$ cat src/rtl/fpu_mul_pkg.sv
// Shared types and constants for the FP32 multiplier front end.
// Operands are unpacked once into {sign, effective exponent, mantissa with hidden bit}.
package fpu_mul_pkg;

  localparam int FP_W     = 32;
  localparam int EXP_W    = 8;
  localparam int FRAC_W   = 23;
  localparam int MANT_W   = FRAC_W + 1;
  localparam int PROD_W   = 2 * MANT_W;
  localparam int LOPD_W   = 8;
  localparam int BIAS     = 127;
  localparam int EXP_MAX  = 254;

  typedef struct packed {
    logic              sign;
    logic [EXP_W-1:0]  exp;
    logic [MANT_W-1:0] mant;
  } operand_t;

  typedef struct packed {
    logic              sign;
    logic [EXP_W-1:0]  data_exp;
    logic              exp_oor;
    logic [PROD_W-1:0] mant_prod;
    logic              ov_flag;
    logic              un_flag;
    logic [LOPD_W-1:0] one_pos;
    logic              zero_flag;
  } result_t;

  // Subnormals take exponent 1 and a clear hidden bit.
  function automatic operand_t unpack(input logic [FP_W-1:0] v);
    operand_t r;
    r.sign = v[FP_W-1];
    r.exp  = (v[FP_W-2:FRAC_W] == '0) ? EXP_W'(1) : v[FP_W-2:FRAC_W];
    r.mant = {(v[FP_W-2:FRAC_W] != '0), v[FRAC_W-1:0]};
    return r;
  endfunction

endpackage

$ cat src/rtl/fpu_mul_prenorm_pipe_if.sv
// Operand/result handshake bundle for the multiplier front end.
// slave is the pipe side, master is the producer/consumer side.
interface fpu_mul_prenorm_pipe_if #(
  parameter int SIZE_DATA = 8,
  parameter int SIZE_MANT = 24,
  parameter int SIZE_LOPD = 8
);
  logic                   i_valid;
  logic                   o_ready;
  logic [31:0]            i_data_a;
  logic [31:0]            i_data_b;
  logic                   o_valid;
  logic                   i_ready;
  logic                   o_sign;
  logic [SIZE_DATA-1:0]   o_data_exp;
  logic                   o_exp_oor;
  logic [2*SIZE_MANT-1:0] o_mant_prod;
  logic                   o_ov_flag;
  logic                   o_un_flag;
  logic [SIZE_LOPD-1:0]   o_one_pos;
  logic                   o_zero_flag;

  modport slave (
    input  i_valid, i_data_a, i_data_b, i_ready,
    output o_ready, o_valid, o_sign, o_data_exp, o_exp_oor, o_mant_prod,
           o_ov_flag, o_un_flag, o_one_pos, o_zero_flag
  );

  modport master (
    output i_valid, i_data_a, i_data_b, i_ready,
    input  o_ready, o_valid, o_sign, o_data_exp, o_exp_oor, o_mant_prod,
           o_ov_flag, o_un_flag, o_one_pos, o_zero_flag
  );
endinterface

$ cat src/rtl/fpu_mul_lopd48.sv
// Leading-one detector on product bits 46:0; one_pos is the distance of
// the highest set bit below bit 46 (0 when bit 46 is set or all are clear).
module fpu_mul_lopd48 #(
  parameter int SIZE_LOPD = 8
) (
  input  logic [46:0]          prod_low,
  output logic [SIZE_LOPD-1:0] one_pos,
  output logic                 all_zero
);

  always_comb begin
    one_pos = '0;
    for (int i = 0; i < 47; i++) begin
      if (prod_low[i]) one_pos = SIZE_LOPD'(46 - i);
    end
  end

  assign all_zero = ~|prod_low;

endmodule

$ cat src/rtl/fpu_mul_prenorm_pipe.sv
// Two-stage FP32 multiplier front end: stage 1 unpacks and sums exponents,
// stage 2 holds the mantissa product and its normalisation flags.
module fpu_mul_prenorm_pipe
  import fpu_mul_pkg::*;
#(
  parameter int SIZE_DATA = 8,
  parameter int SIZE_MANT = 24,
  parameter int SIZE_LOPD = 8,
  parameter int BIAS      = 127
) (
  input  logic                   i_clk,
  input  logic                   i_rst_n,
  fpu_mul_prenorm_pipe_if.slave  bus
);

  localparam int SUM_W = SIZE_DATA + 2;

  operand_t                   op_a;
  operand_t                   op_b;
  logic signed [SUM_W-1:0]    exp_sum;

  logic                       s1_valid;
  logic                       s1_sign;
  logic signed [SUM_W-1:0]    s1_exp_sum;
  logic [SIZE_MANT-1:0]       s1_mant_a;
  logic [SIZE_MANT-1:0]       s1_mant_b;

  logic                       s2_valid;
  result_t                    s2_res;
  result_t                    s2_next;

  logic                       s1_load;
  logic                       s2_load;
  logic [2*SIZE_MANT-1:0]     prod;
  logic [SIZE_LOPD-1:0]       lopd_pos;
  logic                       lopd_zero;

  assign op_a    = unpack(bus.i_data_a);
  assign op_b    = unpack(bus.i_data_b);
  assign exp_sum = $signed({2'b00, op_a.exp}) + $signed({2'b00, op_b.exp}) - SUM_W'(BIAS);

  assign s2_load     = ~s2_valid | bus.i_ready;
  assign s1_load     = ~s1_valid | s2_load;
  assign bus.o_ready = s1_load;

  always_ff @(posedge i_clk or negedge i_rst_n) begin
    if (!i_rst_n) begin
      s1_valid   <= 1'b0;
      s1_sign    <= 1'b0;
      s1_exp_sum <= '0;
      s1_mant_a  <= '0;
      s1_mant_b  <= '0;
    end else if (s1_load) begin
      s1_valid <= bus.i_valid;
      if (bus.i_valid) begin
        s1_sign    <= op_a.sign ^ op_b.sign;
        s1_exp_sum <= exp_sum;
        s1_mant_a  <= op_a.mant;
        s1_mant_b  <= op_b.mant;
      end
    end
  end

  assign prod = s1_mant_a * s1_mant_b;

  fpu_mul_lopd48 #(.SIZE_LOPD(SIZE_LOPD)) u_lopd (
    .prod_low (prod[46:0]),
    .one_pos  (lopd_pos),
    .all_zero (lopd_zero)
  );

  // Flags are mutually exclusive: zero, then bit 47, then bit 46, then one_pos.
  always_comb begin
    s2_next           = '0;
    s2_next.sign      = s1_sign;
    s2_next.data_exp  = s1_exp_sum[SIZE_DATA-1:0];
    s2_next.exp_oor   = (s1_exp_sum < SUM_W'(1)) || (s1_exp_sum > SUM_W'(EXP_MAX));
    s2_next.mant_prod = prod;
    s2_next.ov_flag   = prod[47];
    s2_next.un_flag   = ~prod[47] & prod[46];
    s2_next.zero_flag = ~prod[47] & lopd_zero;
    s2_next.one_pos   = (prod[47] | prod[46]) ? '0 : lopd_pos;
  end

  always_ff @(posedge i_clk or negedge i_rst_n) begin
    if (!i_rst_n) begin
      s2_valid <= 1'b0;
      s2_res   <= '0;
    end else if (s2_load) begin
      s2_valid <= s1_valid;
      if (s1_valid) s2_res <= s2_next;
    end
  end

  assign bus.o_valid     = s2_valid;
  assign bus.o_sign      = s2_res.sign;
  assign bus.o_data_exp  = s2_res.data_exp;
  assign bus.o_exp_oor   = s2_res.exp_oor;
  assign bus.o_mant_prod = s2_res.mant_prod;
  assign bus.o_ov_flag   = s2_res.ov_flag;
  assign bus.o_un_flag   = s2_res.un_flag;
  assign bus.o_one_pos   = s2_res.one_pos;
  assign bus.o_zero_flag = s2_res.zero_flag;

endmodule

$ cat src/flat_wrapper.sv
// flat-port wrapper written by rule: the top's interface ports become plain ports
module fpu_mul_prenorm_pipe_flat import fpu_mul_pkg::*;
#(
  parameter int SIZE_DATA = 8,
  parameter int SIZE_MANT = 24,
  parameter int SIZE_LOPD = 8,
  parameter int BIAS      = 127
)
  (i_clk, i_rst_n, bus_i_valid, bus_i_data_a, bus_i_data_b, bus_i_ready, bus_o_ready, bus_o_valid, bus_o_sign, bus_o_data_exp, bus_o_exp_oor, bus_o_mant_prod, bus_o_ov_flag, bus_o_un_flag, bus_o_one_pos, bus_o_zero_flag);
  fpu_mul_prenorm_pipe_if #(.SIZE_DATA(SIZE_DATA), .SIZE_MANT(SIZE_MANT), .SIZE_LOPD(SIZE_LOPD)) bus_i ();
  input  logic i_clk;
  input  logic i_rst_n;
  input wire logic [$bits(bus_i.i_valid)-1:0] bus_i_valid;
  input wire logic [$bits(bus_i.i_data_a)-1:0] bus_i_data_a;
  input wire logic [$bits(bus_i.i_data_b)-1:0] bus_i_data_b;
  input wire logic [$bits(bus_i.i_ready)-1:0] bus_i_ready;
  output wire logic [$bits(bus_i.o_ready)-1:0] bus_o_ready;
  output wire logic [$bits(bus_i.o_valid)-1:0] bus_o_valid;
  output wire logic [$bits(bus_i.o_sign)-1:0] bus_o_sign;
  output wire logic [$bits(bus_i.o_data_exp)-1:0] bus_o_data_exp;
  output wire logic [$bits(bus_i.o_exp_oor)-1:0] bus_o_exp_oor;
  output wire logic [$bits(bus_i.o_mant_prod)-1:0] bus_o_mant_prod;
  output wire logic [$bits(bus_i.o_ov_flag)-1:0] bus_o_ov_flag;
  output wire logic [$bits(bus_i.o_un_flag)-1:0] bus_o_un_flag;
  output wire logic [$bits(bus_i.o_one_pos)-1:0] bus_o_one_pos;
  output wire logic [$bits(bus_i.o_zero_flag)-1:0] bus_o_zero_flag;
  assign bus_i.i_valid = bus_i_valid;
  assign bus_i.i_data_a = bus_i_data_a;
  assign bus_i.i_data_b = bus_i_data_b;
  assign bus_i.i_ready = bus_i_ready;
  assign bus_o_ready = bus_i.o_ready;
  assign bus_o_valid = bus_i.o_valid;
  assign bus_o_sign = bus_i.o_sign;
  assign bus_o_data_exp = bus_i.o_data_exp;
  assign bus_o_exp_oor = bus_i.o_exp_oor;
  assign bus_o_mant_prod = bus_i.o_mant_prod;
  assign bus_o_ov_flag = bus_i.o_ov_flag;
  assign bus_o_un_flag = bus_i.o_un_flag;
  assign bus_o_one_pos = bus_i.o_one_pos;
  assign bus_o_zero_flag = bus_i.o_zero_flag;
  fpu_mul_prenorm_pipe #(.SIZE_DATA(SIZE_DATA), .SIZE_MANT(SIZE_MANT), .SIZE_LOPD(SIZE_LOPD), .BIAS(BIAS)) u_core (.i_clk(i_clk), .i_rst_n(i_rst_n), .bus(bus_i));
endmodule
$ cat config.mk
export PLATFORM = sky130hd
export DESIGN_NAME = fpu_mul_prenorm_pipe_flat
export DESIGN_NICKNAME = d
export VERILOG_FILES = /design/src/rtl/fpu_mul_pkg.sv /design/src/rtl/fpu_mul_prenorm_pipe_if.sv /design/src/rtl/fpu_mul_lopd48.sv /design/src/rtl/fpu_mul_prenorm_pipe.sv /design/src/flat_wrapper.sv
export SDC_FILE = /design/constraint.sdc
export NUM_CORES = 2
export LEC_CHECK = 0
export CORE_MARGIN = 2
export CORE_UTILIZATION = 57
export CTS_CLUSTER_DIAMETER = 30
export DETAILED_ROUTE_END_ITERATION = 6
export HOLD_SLACK_MARGIN = 0.03
export PLACE_DENSITY = 0.82
export SYNTH_ARGS = -nofsm -noshare
export SYNTH_HDL_FRONTEND = slang
export SYNTH_SLANG_ARGS = --single-unit
$ cat constraint.sdc
create_clock -name i_clk -period 7.7 [get_ports i_clk]
set_input_delay 1.925 -clock i_clk [delete_from_list [all_inputs] [get_ports i_clk]]
set_output_delay 1.925 -clock i_clk [all_outputs]
set_load 0.01 [all_outputs]
==> results.json <==
{
  "status": "finished, violations left",
  "violations": "setup timing",
  "grt_pass1_vias": 22091,
  "multiInputGateArea_um2": 19400,
  "finClkSkew_ns": 0.0186,
  "fillers": 2912,
  "area_growth_pct": 20.1,
  "yosys_warnings": 0,
  "clock_latency_ns": 0.46,
  "gp_congestion": 0.931,
  "setup_slack_ns": -0.212,
  "maxSlewHeadroom": 0.357,
  "cpMaxStageDelayCell": "fa_1",
  "core-area_um2": 42900,
  "dieHeight_um": 212,
  "slowest_delay_ns": 0.60,
  "dpl.hpwl_mm": 54.1,
  "root_buffer": "clkbuf_16",
  "maxCapViolations": 0,
  "hold_path_class": "register to register",
  "synth.avg_cell_area_um2": 9.16,
  "post-route-cell-area_um2": 29700,
  "vias_per_cell": 5.77,
  "die-area_um2": 45000,
  "ys.flop_type": "dfrtp_1",
  "top_usage_layer": "met2",
  "ys_types": 76,
  "setup_viol": 5,
  "drv_slew": 0,
  "grt_setup_unrepaired": "true",
  "clock.fmax_ghz": 0.126,
  "synth_area_um2": 24700,
  "yosysMostFrequentCell": "inv_1",
  "dr.first_iter.drc_count": 1947,
  "drc": 0,
  "drive_above_1_share": 0.166,
  "finalWirelength_mm": 72.8,
  "wire_per_inst_um": 20.4,
  "ys_ff_latch": 127,
  "antenna_found_initial": 0,
  "path_common_cell": "fa_1",
  "num_io_pins": 139,
  "crit_path_start_kind": "register",
  "vias": 20577,
  "worstPathRequired_ns": 8.07,
  "antenna_cells": 0,
  "drtPass1Iterations": 6,
  "place_area_um2": 28000,
  "reg2regPathDepth": 26,
  "synth_edf_count": 0,
  "final_core_util": 0.692,
  "ys_top_cells_by_count": "inv_1, fa_1, nand2_1, and2_1, ha_1",
  "synthCells": 2696,
  "grt_pass1_wl_mm": 112,
  "worst_slew_pin_slew_ns": 0.964,
  "portBuffers": 136,
  "cts_hold_buf": 0,
  "crit_fanout": 6,
  "yosys.area.top_type": "fa_1",
  "met1_usage": 0.407,
  "grtUsageTotal": 0.322,
  "clockBufferDepth": 2,
  "fp.dieW_um": 212,
  "ant_nets": 0,
  "cts_max_level": 4,
  "gr-usage-met3": 0.0539,
  "gr-total-overflow": 0,
  "start_util": 0.576,
  "num_rows": 76,
  "arrival_ns": 8.28,
  "whs_path_depth": 2,
  "fin_crit_sh": 1.03,
  "synth_area_leaders": "fa_1, dfrtp_1, ha_1",
  "cp-end-kind": "register",
  "synthArstFlopShare": 1.00,
  "seq_area_um2": 3210,
  "hold_viol_final": 0,
  "path_clk_slew_ns": 0.07,
  "grt_max_degree": 100,
  "ys_seq_area_frac": 0.129,
  "final_nets": 3704,
  "numCtsBuffers": 17,
  "cts_tree": "built",
  "synth_top_cell_area_share": 0.392,
  "critical_path_class": "register to register",
  "min_period_ns": 7.91,
  "grt_use_met2": 0.545,
  "clock-sinks": 127
}
what timing repair did:
item,CTS,global route
setup endpoints to repair,7,7
gates cloned,0,2
pin swaps,12,66
buffers inserted,19,32
resized for setup,55,85
metrics by stage:
step           worst slack [ns]  hold slack [ns]  setup TNS (ns)  std cells
2_1_floorplan             0.175            0.446               0       2697
3_3_place_gp            -0.0647            0.461          -0.138       3483
3_5_place_dp             -0.248            0.470          -0.889       3483
4_1_cts                0.000391            0.484               0       3534
5_1_grt                  -0.438            0.513           -2.32       3568
6_report                 -0.212            0.480          -0.833       3568
worst max-delay path: cells and delay by family, from the launching register on:
family	cells	cell delay, ns
DFF	1	0.41
AOI/OAI and AO/OA	7	1.56
adders and majority gates	8	3.99
and+or+nand+nor	5	1.28
buffers and inverters	6	0.54
cell usage in the layout (no fill, tap or decap), types with 10 or more instances in the layout:
| cell | synthesis | final |
|---|---|---|
| dfrtp_1 | 127 | 101 |
| inv_1 | 535 | 532 |
| xor2_1 | 16 | 15 |
| ha_4 | 0 | 11 |
| o211ai_1 | 14 | 14 |
| nor2_1 | 45 | 44 |
| nand2_1 | 482 | 478 |
| o21bai_1 | 10 | 10 |
| o21ai_0 | 67 | 63 |
| a21o_1 | 14 | 14 |
| nor3_1 | 13 | 10 |
| nand2b_1 | 11 | 10 |
| nand3_1 | 25 | 24 |
| o21a_1 | 12 | 10 |
| and2_1 | 207 | 206 |
| buf_4 | 3 | 215 |
| ha_1 | 183 | 171 |
| clkbuf_16 | 0 | 19 |
| dfrtp_2 | 0 | 26 |
| clkdlybuf4s50_1 | 0 | 135 |
| buf_12 | 0 | 23 |
| mux2_2 | 77 | 77 |
| fa_1 | 483 | 476 |
| buf_6 | 2 | 16 |
| xnor2_1 | 39 | 34 |
| a21oi_1 | 55 | 45 |
sequential cells by signal, indices dropped and copies added, names as in the netlist:
| signal | flops |
|---|---|
| u_core.s1_exp_sum | 10 |
| u_core.bus.o_ov_flag | 1 |
| u_core.bus.o_valid | 1 |
| u_core.bus.o_data_exp | 8 |
| u_core.s1_mant_b | 24 |
| u_core.s1_sign | 1 |
| u_core.bus.o_sign | 1 |
| u_core.s1_mant_a | 24 |
| u_core.bus.o_one_pos | 6 |
| u_core.bus.o_exp_oor | 1 |
| u_core.bus.o_mant_prod | 47 |
| u_core.bus.o_un_flag | 1 |
| u_core.s1_valid | 1 |
| u_core.bus.o_zero_flag | 1 |
layer usage:
metal	wire, µm	vias up
met4	4280	0
met5	0	-
met1	26500	10321
li1	-	8735
met2	35500	1192
met3	6490	329
cell families (layout without fill, tap and decap cells):
family,count (synthesis),count (layout),share of synthesized area
multiplexers,79,79,0.0361
AO/OA/AOI/OAI,252,252,0.0678
flip-flops,127,127,0.129
other,1,2,0.000152
XOR/XNOR,55,55,0.0195
buffers and inverters,678,964,0.104
AND/OR/NAND/NOR,838,838,0.159
adder cells (fa/ha/maj),666,666,0.484
layout make-up:
class | count | area share
Tap cell | 585 | 0.0247
Timing Repair Buffer | 397 | 0.125
Clock inverter | 14 | 0.00565
Multi-Input combinational cell | 1892 | 0.655
Inverter | 535 | 0.0677
Sequential cell | 127 | 0.108
Clock buffer | 18 | 0.0145
worst paths after layout:
path | startpoint | to | slack [ns]
max | u_core.s1_mant_a[12] | u_core.bus.o_one_pos[5] | -0.21
min | u_core.bus.o_mant_prod[21] | u_core.bus.o_mant_prod[21] | 0.48
max reg2reg | u_core.s1_mant_a[12] | u_core.bus.o_one_pos[5] | -0.21
min reg2reg | u_core.bus.o_mant_prod[21] | u_core.bus.o_mant_prod[21] | 0.48
min in group asynchronous | i_rst_n | u_core.s1_sign | 1.46
max in group asynchronous | i_rst_n | u_core.s1_mant_a[16] | 4.81
Power is left out: the tool's default activity adds up to more than one toggle a clock period on the data nets, which glitch-free logic cannot reach.
